**src/rtl/bin_to_bcd_pkg.sv**
```systemverilog
`default_nettype none
// ============================================================================
// Module      : bin_to_bcd_pkg
// Description : Shared types and constants for the sequential binary-to-
//               decimal converter (FSM state encoding, digit width, the
//               double-dabble adjust constants and the output-mode codes).
// Revision    : 1.0 - initial release
// ============================================================================
package bin_to_bcd_pkg;

    typedef enum logic [1:0] {
        IDLE = 2'd0,
        CONV = 2'd1,
        DONE = 2'd2
    } state_t;

    localparam int                 DIGIT_W    = 4;
    localparam logic [DIGIT_W-1:0] ADJ_THRESH = 4'd5;
    localparam logic [DIGIT_W-1:0] ADJ_ADD    = 4'd3;
    localparam logic [DIGIT_W-1:0] XS3_OFFSET = 4'd3;
    localparam logic               MODE_BCD   = 1'b0;
    localparam logic               MODE_XS3   = 1'b1;

endpackage
`default_nettype wire

```
**src/rtl/bcd_digit_adj.sv**
```systemverilog
`default_nettype none
// ============================================================================
// Module      : bcd_digit_adj
// Description : Combinational 4-bit digit cell: o_digit = i_digit + ADD when
//               enabled and i_digit >= THRESH, otherwise i_digit unchanged.
//               THRESH=5/ADD=3 is the double-dabble correction; THRESH=0
//               turns it into an unconditional offset (excess-3 output).
// Ports       : i_en    - enables the addition
//               i_digit - input digit
//               o_digit - adjusted digit (4-bit wrap)
// Revision    : 1.0 - initial release
// ============================================================================
module bcd_digit_adj
    import bin_to_bcd_pkg::*;
#(
    parameter logic [DIGIT_W-1:0] THRESH = ADJ_THRESH,
    parameter logic [DIGIT_W-1:0] ADD    = ADJ_ADD
) (
    input  logic               i_en,
    input  logic [DIGIT_W-1:0] i_digit,
    output logic [DIGIT_W-1:0] o_digit
);

    logic w_ge;

    // A zero threshold means "always"; elaborate it away rather than
    // comparing an unsigned value against zero.
    generate
        if (THRESH == '0) begin : g_always
            assign w_ge = 1'b1;
        end else begin : g_cmp
            assign w_ge = (i_digit >= THRESH);
        end
    endgenerate

    assign o_digit = (i_en && w_ge) ? (i_digit + ADD) : i_digit;

endmodule
`default_nettype wire

```
**src/rtl/bin_to_bcd_seq.sv**
```systemverilog
`default_nettype none
// ============================================================================
// Module      : bin_to_bcd_seq
// Description : Sequential binary-to-decimal converter using shift-and-add-3
//               (double dabble), one input bit per clock. Result is DIGITS
//               digits in 8421 BCD or excess-3, plus an overflow flag when
//               the value does not fit in DIGITS digits (value mod 10^DIGITS
//               is then presented).
// Ports       : clk, rst (async, active high)
//               in_valid/in_ready/in_bin/in_mode - input handshake
//               out_valid/out_ready/out_dec/out_ovf - result handshake
// Revision    : 1.0 - initial release
// ============================================================================
module bin_to_bcd_seq
    import bin_to_bcd_pkg::*;
#(
    parameter int WIDTH  = 8,
    parameter int DIGITS = 3
) (
    input  logic                  clk,
    input  logic                  rst,
    input  logic                  in_valid,
    output logic                  in_ready,
    input  logic [WIDTH-1:0]      in_bin,
    input  logic                  in_mode,
    output logic                  out_valid,
    input  logic                  out_ready,
    output logic [4*DIGITS-1:0]   out_dec,
    output logic                  out_ovf
);

    localparam int BCD_W = DIGITS * DIGIT_W;
    localparam int SR_W  = BCD_W + WIDTH;
    localparam int CNT_W = $clog2(WIDTH + 1);
    localparam logic [CNT_W-1:0] c_LAST = CNT_W'(WIDTH);

    state_t               r_state;
    state_t               w_state_next;
    logic [SR_W-1:0]      r_sr;
    logic [CNT_W-1:0]     r_cnt;
    logic                 r_mode;
    logic                 r_ovf;
    logic [BCD_W-1:0]     r_out_dec;
    logic                 r_out_ovf;

    logic [BCD_W-1:0]     w_adj_bcd;
    logic [SR_W-1:0]      w_sr_adj;
    logic [SR_W-1:0]      w_sr_shift;
    logic                 w_carry;
    logic [BCD_W-1:0]     w_xs3;
    logic                 w_conv_last;

    // Per-digit double-dabble correction on the BCD half of the register,
    // and the excess-3 offset on the final digits feeding the output register.
    generate
        for (genvar gi = 0; gi < DIGITS; gi++) begin : g_digit
            bcd_digit_adj #(
                .THRESH (ADJ_THRESH),
                .ADD    (ADJ_ADD)
            ) u_adj (
                .i_en    (1'b1),
                .i_digit (r_sr[WIDTH + DIGIT_W*gi +: DIGIT_W]),
                .o_digit (w_adj_bcd[DIGIT_W*gi +: DIGIT_W])
            );

            bcd_digit_adj #(
                .THRESH ('0),
                .ADD    (XS3_OFFSET)
            ) u_xs3 (
                .i_en    (r_mode == MODE_XS3),
                .i_digit (r_sr[WIDTH + DIGIT_W*gi +: DIGIT_W]),
                .o_digit (w_xs3[DIGIT_W*gi +: DIGIT_W])
            );
        end
    endgenerate

    assign w_sr_adj    = {w_adj_bcd, r_sr[WIDTH-1:0]};
    assign w_sr_shift  = {w_sr_adj[SR_W-2:0], 1'b0};
    // A bit leaving the top digit means the running value passed 10^DIGITS.
    assign w_carry     = w_sr_adj[SR_W-1];
    // The cycle after the last shift only registers the result.
    assign w_conv_last = (r_cnt == c_LAST);

    always_ff @(posedge clk or posedge rst) begin
        if (rst) begin
            r_state <= IDLE;
        end else begin
            r_state <= w_state_next;
        end
    end

    always_comb begin
        w_state_next = r_state;
        case (r_state)
            IDLE:    if (in_valid)    w_state_next = CONV;
            CONV:    if (w_conv_last) w_state_next = DONE;
            DONE:    if (out_ready)   w_state_next = IDLE;
            default:                  w_state_next = IDLE;
        endcase
    end

    always_ff @(posedge clk or posedge rst) begin
        if (rst) begin
            r_sr      <= '0;
            r_cnt     <= '0;
            r_mode    <= MODE_BCD;
            r_ovf     <= 1'b0;
            r_out_dec <= '0;
            r_out_ovf <= 1'b0;
        end else begin
            case (r_state)
                IDLE: begin
                    if (in_valid) begin
                        r_sr   <= {{BCD_W{1'b0}}, in_bin};
                        r_mode <= in_mode;
                        r_cnt  <= '0;
                        r_ovf  <= 1'b0;
                    end
                end
                CONV: begin
                    if (w_conv_last) begin
                        r_out_dec <= w_xs3;
                        r_out_ovf <= r_ovf;
                    end else begin
                        r_sr  <= w_sr_shift;
                        r_cnt <= r_cnt + CNT_W'(1);
                        if (w_carry) begin
                            r_ovf <= 1'b1;
                        end
                    end
                end
                default: ;
            endcase
        end
    end

    assign in_ready  = (r_state == IDLE);
    assign out_valid = (r_state == DONE);
    assign out_dec   = r_out_dec;
    assign out_ovf   = r_out_ovf;

endmodule
`default_nettype wire

```
**config.mk**
```make
export PLATFORM = sky130hd
export DESIGN_NAME = bin_to_bcd_seq
export DESIGN_NICKNAME = d
export VERILOG_FILES = /design/src/rtl/bin_to_bcd_pkg.sv /design/src/rtl/bcd_digit_adj.sv /design/src/rtl/bin_to_bcd_seq.sv
export SDC_FILE = /design/constraint.sdc
export NUM_CORES = 1
export LEC_CHECK = 0
export CORE_UTILIZATION = 58
export DETAILED_ROUTE_END_ITERATION = 10
export PLACE_DENSITY = 0.89
export SLEW_MARGIN = 15
export SYNTH_ARGS = -nofsm -noshare
export SYNTH_HDL_FRONTEND = slang
export SYNTH_SLANG_ARGS = --single-unit
```
**constraint.sdc**
```tcl
create_clock -name clk -period 2.6 [get_ports clk]
set_input_delay 0.26 -clock clk [delete_from_list [all_inputs] [get_ports clk]]
set_output_delay 0.26 -clock clk [all_outputs]
set_load 0.05 [all_outputs]
```
==> flow_summary.ini, run 1 <==
[run_status]
status = complete, no violations

[drt]
firstDrtPassIters = 4
drc = 0
drt_iter0_drc = 58
vias = 1552
wl_per_cell_um = 13.6
drt_wl_total_um = 3850
antenna_left = 0
viasPerCell = 5.48

[synthesis]
synth_seq_area_share_pct = 51.0
synth.avg_cell_area_um2 = 9.77
synth_cell_types = 33
synth_cells = 206
synth_top_area_cell = dfrtp_1
syn_nets = 227
synth_area_leaders = dfrtp_1 (51%), nand2_1 (7.1%), ha_1 (5.0%)
synth_top_area_share_pct = 51.0
netlist_area_um2 = 2010
yosysWarnings = 0
synth-seq-cells = 41

[finish]
design_area_um2 = 2390
register_area_um2 = 1030
multi_input_area_um2 = 906
final_core_util_pct = 71.6
final_common_cell = dfrtp_1
fill_cells = 270
layout.nets = 258
antenna_cells = 0
drive_gt1_share_pct = 6.75
synthToLayoutAreaGrowth_pct = 18.7
final_cell_mix = dfrtp_1 (41), nand2_1 (38), clkdlybuf4s50_1 (27), o21ai_1 (19)

[timing]
worst_slew_pin_slew_ns = 0.566
fin_skew_ns = 0.00201
slew_violations = 0
max_freq_ghz = 0.486
hold_viol = 0
max-slew-margin-rel_pct = 62.1
fin_ws_ns = 0.541
setup_tns_ns = 0
fin_crit_ns = 2.06
grt_setup_unrepaired = no
hold_slack_ns = 0.318
setup_violations = 0
finalCritPeriodShare_pct = 79.2

[floorplanning]
rows = 21
fp.coreArea_um2 = 3340
pin_count = 28
die_area_um2 = 3710
die_w_um = 60.9
start_util_pct = 60.3
die_h_um = 60.9

[critical_path]
r2r_start = r_cnt[0]
endpoint_kind = output pin
path_max_fanout = 5
ff2ff_setup_slack_ns = 0.89
cp-start-kind = flop
r2r-end = r_cnt[2]
crit_type = flop to output pin
critPathArrivalTime_ns = 1.80
cp.required_ns = 2.34
ff2ff_path_depth = 7

[clock_network]
post_cts_buffers = 0
ctsHoldBuffers = 0
cts.sinks = 41
cts_resized = 0
path_clk_slew_ns = 0.11
cts_buffer_depth = 2
h-tree-depth = 2
cts_tree = done
cts_root_buf = clkbuf_4
cts_buffers = 5
insertion_delay_ns = 0.34

[grt]
first_global_vias = 1579
antenna_found_initial = 0
grt_max_degree = 42
track_usage_pct = 24.9
grt_pass1_wl_um = 6600
overflow = 0

[pwr]
ir_drop_mv = 0.662
cellPowerDensity_nw_per_um2 = 1350
p_leak_nw = 1.11

[placement]
port_buffers = 27
place_area_um2 = 2330
place_ws_ns = 0.652
place_congestion = 0.783
hpwl_um = 2820

[job]
drv_cap = 0

[worst_hold_path]
hp-class = input port to asynchronous set/reset pin
-- cells in the mapped netlist, drive strengths merged --
master   n
dfrtp   41
nand2   39
o21ai   30
inv     12
xnor2   10
ha       8
mux2i    8
nor2     8
buf      6
a21oi    5
nand2b   5
xor2     5
a22o     4
a22oi    3
nor3     3
o22ai    3
nand3    2
nor2b    2
nor3b    2
o32ai    2
or2      2
a211oi   1
and3b    1
clkbuf   1
mux2     1
nand3b   1
nand4    1
-- flip-flops by register name, indices dropped and copies added (netlist names) --
signal and flops:
out_dec 12, r_ovf 1, out_ovf 1, r_state 2, r_mode 1, r_cnt 4, r_sr 20
-- cell families (layout without fill, tap and decap cells) --
group | Yosys count | in the layout | share of synthesized area [%]
buf+inv | 19 | 50 | 4.04
xor+xnor | 15 | 15 | 6.53
simple gates | 66 | 66 | 15.0
flops | 41 | 41 | 51.0
mux | 9 | 9 | 4.54
fa+ha+maj | 8 | 8 | 4.97
compound gates | 48 | 48 | 13.9
-- cell type report --
type | instances | share of cell area [%]
tap | 46 | 2.41
sequential | 41 | 42.9
clock buffer | 7 | 2.30
inverter | 12 | 1.88
multi-input combinational | 146 | 37.9
timing repair buffer | 31 | 12.6
-- worst max path at each step --
stage / startpoint / end / slack, ns / cells past startpoint
after floorplan: r_state[1] / r_cnt[2] / 1.04 / 4
after global placement: in_valid / r_sr[10] / 0.70 / 5
after detailed placement: in_valid / r_sr[10] / 0.65 / 5
after CTS: r_state[0] / out_valid / 0.53 / 3
after global routing: r_state[0] / out_valid / 0.45 / 3
final: r_state[0] / out_valid / 0.54 / 3
-- worst max-delay path: stages, from the launching register on --
cell and delay [ns]:
dfrtp_1 0.44, nand2b_1 0.17, inv_1 0.06, clkdlybuf4s50_1 0.79
-- per-stage QoR --
stage / total power [mW] / std cells
global route: 3.49 / 283
global placement: 2.83 / 276
detailed placement: 2.93 / 276
CTS: 3.24 / 283
floorplan: 2.43 / 206
finish: 3.22 / 283
-- metal layers --
layer | GRT usage [%] | wire [µm]
met2 | 44.4 | 2000
met1 | 28.3 | 1660
met3 | 5.54 | 129
met5 | 0 | 0
met4 | 11.7 | 61
-- report_power, final --
| group | switching (mW) | internal, mW |
|---|---|---|
| combinational | 1.05 | 0.689 |
| clock | 0.191 | 0.128 |
| sequential | 0.246 | 0.916 |
No activity file was read; power rests on OpenSTA's default activity.
==> run 2, diff against run 1 <==
Settings changed: CORE_UTILIZATION 58 to 49, PLACE_DENSITY 0.89 to 0.81.
Clock period 2.6 ns to 1.7 ns, I/O delays scaled along.
==> run 2 against run 1 <==
Via count is 0.90% higher. Cell area rose by 6.5%. First-iteration DRC count increased by 34%. Clock power rose by 90%. Sequential share of layout area is 2.6 points lower. Core utilization shrank 4.6 points. Worst hold slack worse by 0.018 ns. Combinational power rose by 70%. Cell count grew 5.7%. Critical endpoint is now out_dec[1].
==> flow_summary.ini, run 2 (same netlist as run 1, synthesis figures left out) <==
[floorplanning]
start_util_pct = 53.0
die_h_um = 66.1
die_w_um = 66.1
pin_count = 28
die_area_um2 = 4370
rows = 22
fp.coreArea_um2 = 3800

[timing]
max_freq_ghz = 0.616
hold_viol = 0
fin_crit_ns = 1.62
max-slew-margin-rel_pct = 65.6
setup_violations = 0
finalCritPeriodShare_pct = 95.4
slew_violations = 0
worst_slew_pin_slew_ns = 0.516
grt_setup_unrepaired = no
fin_skew_ns = 0.00635
setup_tns_ns = 0

[finish]
register_area_um2 = 1030
synthToLayoutAreaGrowth_pct = 26.4
drive_gt1_share_pct = 14.7
design_area_um2 = 2540
final_core_util_pct = 67.0
multi_input_area_um2 = 936
layout.nets = 271
largest_register = r_sr
final_cell_mix = dfrtp_1 (41), nand2_1 (38), clkdlybuf4s50_1 (24), o21ai_1 (19), buf_4 (18)
largest_reg_flops = 20
fill_cells = 315
final_common_cell = dfrtp_1
antenna_cells = 0

[grt]
grt_max_degree = 42
grt_pass1_wl_um = 7110
overflow = 0
antenna_found_initial = 0
track_usage_pct = 22.0
first_global_vias = 1633

[critical_path]
slowest_delay_ns = 0.80
slowest_stage = clkdlybuf4s50_1
cp.required_ns = 1.53
cp-start-kind = flop
path_depth = 1
endpoint_kind = output pin
ff2ff_path_depth = 6
critPathArrivalTime_ns = 1.45
critical_path.cell_chain = clkdlybuf4s50_1
crit_type = flop to output pin
cp_top_family = buffers and inverters
critPathBufInv = 1
path_max_fanout = 2

[clock_network]
cts_root_buf = clkbuf_8
cts_buffers = 5
cts_tree = done
path_clk_slew_ns = 0.07
cts.sinks = 41
cts_buffer_depth = 2
insertion_delay_ns = 0.29
h-tree-depth = 2

[worst_hold_path]
hp-class = input port to asynchronous set/reset pin

[drt]
antenna_left = 0
viasPerCell = 5.24
vias = 1566
drt_iter0_drc = 78
drt_wl_total_um = 4020
firstDrtPassIters = 4
drc = 0
wl_per_cell_um = 13.4

[placement]
place_area_um2 = 2410
port_buffers = 27
hpwl_um = 2830
place_congestion = 0.804

[run_status]
status = complete, no violations

[pwr]
p_leak_nw = 1.19
ir_drop_mv = 0.994
cellPowerDensity_nw_per_um2 = 2070
fin_total_pwr_mw = 5.28

[job]
drv_cap = 0
run 2: changes by cell type in the layout (fill, tap and decap cells not counted), sizes merged:
cell | before | now
clkbuf | 7 | 6
a21oi | 5 | 6
buf | 4 | 19
clkdlybuf4s50 | 27 | 24
clkinv | 0 | 2
run 2: power breakdown:
group | switching [mW] | total (mW) | internal (mW) | leakage [nW]
Clock | 0.323 | 0.607 | 0.284 | 0.0450
Sequential | 0.308 | 1.71 | 1.40 | 0.523
Combinational | 1.74 | 2.96 | 1.22 | 0.626
Total | 2.37 | 5.28 | 2.91 | 1.19
run 2: repair_timing:
action / CTS / global route
setup endpoints to repair: 23 / 22
pin swaps: 1 / 1
gates resized for setup: 1 / 4
endpoints found under the hold margin: 0 / 0
cloned: 1 / 0
hold buffers: 0 / 0
setup buffers: 0 / 3
run 2: final timing paths:
check                           start    endpoint  slack [ns]
max                        out_dec[1]  out_dec[1]        0.08
min                               rst     r_sr[5]        0.30
max in group asynchronous         rst    r_sr[17]        1.04
max reg2reg                  r_sr[12]    r_sr[14]        0.13
min reg2reg                out_dec[9]  out_dec[9]        0.48
min in group clk            out_ready  r_state[1]        0.44
run 2: final cells by class:
cell class	instances	share of cell area (%)
Sequential cell	41	40.3
Multi-Input combinational cell	147	36.8
Timing Repair Buffer	43	15.5
Clock buffer	6	2.85
Tap cell	48	2.36
Inverter	12	1.77
Clock inverter	2	0.393
run 2: stage by stage:
step | hold slack [ns] | setup WS (ns) | std cells
after floorplan | 0.275 | 0.138 | 206
after global placement | 0.459 | -0.160 | 287
after detailed placement | 0.463 | -0.263 | 287
after CTS | 0.310 | 0.0301 | 296
after global routing | 0.388 | 0.0113 | 299
final | 0.301 | 0.0777 | 299
run 2: routing by layer:
metal | vias to the layer above | track usage, % | wire (µm)
met4 | 0 | 8.78 | 93
met2 | 40 | 38.8 | 2020
met1 | 730 | 25.0 | 1740
met3 | 12 | 6.21 | 158
li1 | 784 | - | -
met5 | - | 0 | 0
==> run 3, diff against run 2 <==
Settings changed: CORE_ASPECT_RATIO set to 1.2.
==> run 3 against run 2 <==
Combinational power hardly changed. Non-clock buffer count stayed put. Via count is 1.0% higher. Sequential power hardly changed. Worst hold slack worse by 0.0035 ns. Die area hardly changed. Flip-flop and latch count stayed put. Clock power is 5.8% higher. Fmax is 0.66% higher. Clock skew is 0.00098 ns lower. Register-to-register slack worse by 0.04 ns. Worst setup slack better by 0.011 ns.
==> flow_summary.ini, run 3 (same netlist as run 1, synthesis figures left out) <==
[run_status]
status = complete, no violations

[pwr]
power_frac_comb_pct = 55.8
p_leak_nw = 1.19
ir_drop_mv = 0.901
power.net_switching_mw = 2.39
seq_power_share_pct = 32.2
intPower_mw = 2.96
cellPowerDensity_nw_per_um2 = 2090
p_clk_share_pct = 12.0
switching_share_pct = 44.7

[critical_path]
critPathArrivalTime_ns = 1.44
ff2ff_path_depth = 4
path_depth = 1
endpoint_kind = output pin
slowest_stage = clkdlybuf4s50_1
path_max_fanout = 2
r2r-end = r_sr[16]
critical_path.cell_chain = clkdlybuf4s50_1
crit_path_end = out_dec[0]
crit_type = flop to output pin
cp-startpoint = out_dec[0]
cp_top_family = buffers and inverters
cp-start-kind = flop
slowest_delay_ns = 0.80
critPathBufInv = 1
ff2ff_setup_slack_ns = 0.09
cp.required_ns = 1.53
r2r_start = r_state[1]

[timing]
setup_tns_ns = 0
fin_skew_ns = 0.00536
max-slew-margin-rel_pct = 66.2
setup_violations = 0
finalCritPeriodShare_pct = 94.8
slew_violations = 0
grt_setup_unrepaired = no
fin_crit_ns = 1.61
hold_viol = 0
max_freq_ghz = 0.621
worst_slew_pin_slew_ns = 0.507
hold_slack_ns = 0.297

[floorplanning]
start_util_pct = 51.1
rows = 25
die_h_um = 72.2
die_w_um = 60.5
pin_count = 28
fp.coreArea_um2 = 3940
die_area_um2 = 4370

[grt]
track_usage_pct = 20.7
grt_use_met2_pct = 32.7
antenna_found_initial = 0
grt_max_degree = 42
overflow = 0
use_met1_pct = 24.1
first_global_vias = 1558
busiest_layer = met2
met3_usage_pct = 6.60
grt_pass1_wl_um = 6650

[finish]
final_cell_mix = dfrtp_1 (41), nand2_1 (38), clkdlybuf4s50_1 (25), o21ai_1 (19), buf_4 (17)
antenna_cells = 0
synthToLayoutAreaGrowth_pct = 27.2
final_common_cell = dfrtp_1
layout.nets = 271
largest_register = r_sr
instances_no_fill = 304
register_area_um2 = 1030
drive_gt1_share_pct = 14.4
fill_cells = 329
final_core_util_pct = 65.0
multi_input_area_um2 = 938
design_area_um2 = 2560
largest_reg_flops = 20

[clock_network]
ctsHoldBuffers = 0
cts.sinks = 41
cts_tree = done
insertion_delay_ns = 0.29
cts_root_buf = clkbuf_8
path_clk_slew_ns = 0.08
cts_buffer_depth = 2
h-tree-depth = 2
cts_buffers = 5

[drt]
drt_wl_total_um = 4070
drc = 0
antenna_left = 0
firstDrtPassIters = 4
drt_iter0_drc = 59
viasPerCell = 5.20
vias = 1582
wl_per_cell_um = 13.4

[placement]
port_buffers = 27
place_congestion = 0.790
dp_cells = 291
place_area_um2 = 2400
hpwl_um = 2660

[job]
drv_cap = 0

[worst_hold_path]
hp-class = input port to asynchronous set/reset pin
-- run 3: cell types whose count changed in the layout (fill, tap and decap cells not counted) --
cell	previous run	this run
clkinv_2	2	0
buf_4	18	17
clkbuf_8	5	6
clkdlybuf4s50_1	24	25
ha_1	8	7
ha_2	0	1
-- run 3: per-stage QoR --
stage	power, mW	setup WS (ns)
6_report	5.35	0.0884
3_3_place_gp	4.41	-0.147
3_5_place_dp	4.52	-0.260
5_1_grt	5.76	0.00393
2_1_floorplan	3.72	0.138
4_1_cts	5.19	0.00627
-- run 3: layout make-up --
cell class	count	area share (%)
timing repair buffer	43	15.5
tap	54	2.64
inverter	12	1.76
sequential	41	40.1
multi-input combinational	147	36.6
clock buffer	7	3.37
-- run 3: power groups by stage --
stage | clock network (mW) | logic, mW | registers, mW
5_1_grt | 0.685 | 3.29 | 1.78
2_1_floorplan | 0 | 1.54 | 2.17
6_report | 0.642 | 2.99 | 1.72
3_3_place_gp | 0 | 2.72 | 1.70
4_1_cts | 0.653 | 2.83 | 1.70
3_5_place_dp | 0 | 2.80 | 1.72
-- run 3: timing repair --
item	in CTS	in global routing
buffers inserted	0	5
cloned	0	1
setup endpoints to repair	19	14
hold endpoints to repair	0	0
pin swaps	1	1
resized for setup	1	5
-- run 3: how the worst min path moves through the flow --
stage	start	to	slack [ns]	cells past startpoint
after global routing	rst	r_cnt[3]	0.36	3
after detailed placement	r_sr[6]	r_sr[6]	0.47	2
after CTS	rst	r_sr[0]	0.31	3
after global placement	out_dec[11]	out_dec[11]	0.46	2
final	rst	r_sr[0]	0.30	3
after floorplan	in_mode	r_mode	0.28	2
-- run 3: per-layer routing --
layer | vias to the layer above | wire (µm)
li1 | 784 | -
met1 | 743 | 1780
met2 | 40 | 2010
met3 | 15 | 122
met4 | 0 | 157
met5 | - | 0
-- run 3: worst reg2reg max path: stages, from the launching register on --
cell,delay (ns)
dfrtp_1,0.45
nor2b_2,0.27
buf_4,0.24
nand2_1,0.19
o32ai_1,0.35
==> variant 1, RTL diff (flow settings as in run 2) <==
Register the output `out_ovf` once more; this adds one clock of latency there. The other outputs are not delayed to match.
--- a/src/rtl/bin_to_bcd_seq.sv
+++ b/src/rtl/bin_to_bcd_seq.sv
@@ -138,5 +138,7 @@
     assign out_valid = (r_state == DONE);
     assign out_dec   = r_out_dec;
-    assign out_ovf   = r_out_ovf;
+    always_ff @(posedge clk) begin
+        out_ovf <= r_out_ovf;
+    end
 
 endmodule
Check against the original RTL: same outputs for any inputs over 10 cycles, from zero or initial values and one cycle with rst high; that may be too few to reach the edited logic, so the function may still have changed.
==> variant 1 against run 2 <==
- total power grew 1.8%
- sequential cell count grew 1
- routed wire length shrank 0.65%
- final area grew 1.3%
- clock skew grew 0.0062 ns
- critical path type unchanged
- combinational power is essentially flat
- synthesized area grew 0.99%
- worst setup slack lost 0.0028 ns
==> variant 1: results <==
[critical_path]
cp-endpoint = "out_dec[6]"
startpoint = "out_dec[6]"

[timing]
fin_skew_ns = 0.0126
period_share_pct = 95.6

[logic_synthesis]
synth_cell_types = 34
synth_adder_area_share_pct = 4.92
yosysSeqAreaShare_pct = 51.4
ys_ff_latch = 42
synthArstFlopShare_pct = 97.6

[global_routing]
grt_use_met1_pct = 25.6
grt_pass1_wl_um = 6780
use_met3_pct = 5.17

[routing]
drt_iter0_drc = 77
wl_um = 3990
num_vias = 1563

[power]
power.density_mw_per_mm2 = 2080
p_sw_mw = 2.38
ir_drop_mv = 0.846
cellLeakagePower_nw = 1.20

[run_status]
status = "finished clean"

[final_layout]
nFillCells = 340
clock_area_share_pct = 3.50
ff_latch_area_mm2 = 0.00105

[placement]
detailedPlace.worstSlack_ns = -0.223
placed_cell_area_mm2 = 0.00243

[die]
std_cell_rows = 23
## variant 1: cell types whose count changed after synthesis
cell / run 2 / this run
dfxtp_1: 0 / 1
## variant 1: worst min-delay path by stage
stage,to,slack [ns],cells after the start
after global routing,r_sr[16],0.39,3
after global placement,out_ovf,0.35,0
after CTS,out_dec[6],0.30,3
after floorplan,r_mode,0.28,2
final,r_cnt[3],0.28,3
after detailed placement,out_ovf,0.37,0
## variant 1: worst reg2reg max path: cells and delay by family, from the launching register on
family                 cells  cell delay [ns]
AND/OR/NAND/NOR            3             0.47
buffers and inverters      2             0.46
flip-flops                 1             0.43
AO/OA/AOI/OAI              1             0.08
## variant 1: layer usage
layer / share of wire (%) / vias to the layer above / routed length [um]
met5: 0 / - / 0
met4: 3.0 / 0 / 121
met3: 4.0 / 9 / 158
met2: 49 / 36 / 1940
met1: 44 / 735 / 1770
li1: - / 783 / -
==> variant 2, RTL diff (settings of run 2) <==
Made on the original files. Set the parameter `DIGITS` to 6 (it was 3).
--- a/src/rtl/bin_to_bcd_seq.sv
+++ b/src/rtl/bin_to_bcd_seq.sv
@@ -16,5 +16,5 @@
 #(
     parameter int WIDTH  = 8,
-    parameter int DIGITS = 3
+    parameter int DIGITS = 6
 ) (
     input  logic                  clk,
Interface: changed (resized out_dec); port bits go from 28 to 40. No check against the original RTL was run, so the function may have changed too.
==> variant 2 against run 2 <==
- the flow now finishes with violations (design-rule violations, negative setup slack)
- total power rose by 78%
- worst setup slack got worse by 0.096 ns
- synthesized area rose by 63%
- final area rose by 65%
- routed wire length rose by 74%
- hold slack got worse by 0.055 ns
- sequential cell count rose by 24
- clock power rose by 120%
- cell count rose by 57%
==> variant 2: results <==
[run_status]
status = "finished, violations left"
failed_checks = "design-rule violations, negative setup slack"

[routing]
viasPerCell = 5.53
wl_per_cell_um = 14.9
drt_iter0_drc = 211
drc = 2

[placement]
placed_cell_area_mm2 = 0.00387
io_buffer_count = 39

[global_routing]
grt_pass1_wl_um = 12100
track_usage_pct = 21.8
grt_max_degree = 66

[final_layout]
final_nets = 413
layout-drive-gt1-share_pct = 20.5
largest_reg_flops = 32
nFillCells = 510

[logic_synthesis]
synth_nets = 361
synth_common_cells = "dfrtp_1 (65), nand2_1 (49), o21ai_0 (40)"
synth_adder_area_share_pct = 5.33

[cts]
htreeDepth = 3
numCtsBuffers = 9
clock_latency_ns = 0.35

[timing]
setup_ws_ns = -0.0182
setup_viol = 11
fin_skew_ns = 0.0123

[critical_path]
path_max_fanout = 3
variant 2: path summary, 6_finish.rpt:
| kind | to | slack (ns) | cells past startpoint |
|---|---|---|---|
| worst min-delay path | out_dec[18] | 0.25 | 3 |
| max in group asynchronous | r_sr[28] | 1.14 | 3 |
| worst min register to register | out_dec[15] | 0.47 | 2 |
| min in group clk | r_sr[6] | 0.38 | 3 |
| worst max register to register | r_cnt[3] | -0.02 | 7 |
| worst max-delay path | r_cnt[3] | -0.02 | 7 |
variant 2: cell type report:
type | instances | area [um2] | share of cell area, %
inverter | 17 | 67.6 | 1.61
multi-input combinational | 230 | 1590 | 37.9
clock buffer | 9 | 124 | 2.94
tap | 77 | 96.3 | 2.29
clock inverter | 7 | 70.1 | 1.67
timing repair buffer | 63 | 628 | 14.9
sequential | 65 | 1630 | 38.7
variant 2: power by group through the flow:
stage / clock network, mW / logic (mW) / registers, mW
after floorplan: 0 / 2.77 / 3.47
after detailed placement: 0 / 4.89 / 2.85
after global routing: 1.41 / 5.66 / 2.99
final: 1.31 / 5.20 / 2.88
after CTS: 1.32 / 5.03 / 2.84
after global placement: 0 / 4.70 / 2.81
variant 2: layer usage:
| layer | wire (um) | vias to the layer above | track usage, % |
|---|---|---|---|
| li1 | - | 1258 | - |
| met1 | 3080 | 1254 | 28.4 |
| met2 | 3460 | 61 | 35.1 |
| met3 | 273 | 17 | 3.76 |
| met4 | 182 | 0 | 11.4 |
| met5 | 0 | - | 0 |
variant 2: what timing repair did:
| action | CTS | global route |
|---|---|---|
| gates resized for setup | 9 | 25 |
| endpoints found under the setup margin | 19 | 41 |
| pin swaps | 1 | 3 |
| hold buffers | 0 | 0 |
| setup buffers | 3 | 0 |
variant 2: through the flow:
step | util, % | hold WS (ns) | std cells | setup slack [ns] | setup TNS [ns]
4_1_cts | 64.1 | 0.272 | 468 | -0.0215 | -0.113
2_1_floorplan | - | 0.278 | 334 | -0.0115 | -0.0115
5_1_grt | 65.5 | 0.288 | 468 | -0.116 | -1.60
6_report | 65.5 | 0.246 | 468 | -0.0182 | -0.121
3_3_place_gp | 60.2 | 0.461 | 449 | 0.0196 | 0
3_5_place_dp | 60.2 | 0.469 | 449 | -0.0775 | -0.440
variant 2: cells by family after synthesis:
| logic type | count (synthesis) |
|---|---|
| XOR/XNOR | 29 |
| AND/OR/NAND/NOR | 84 |
| adder cells (fa/ha/maj) | 14 |
| flip-flops | 65 |
| AO/OA/AOI/OAI | 94 |
| multiplexers | 9 |
| buffers and inverters | 39 |
variant 2: worst max-delay path, cell delays in order, from the launching register on:
cell and delay, ns:
dfrtp_1 0.35, inv_1 0.05, ha_2 0.16, and3b_2 0.20
a211o_1 0.30, buf_4 0.14, or4_1 0.39, nand2_1 0.07
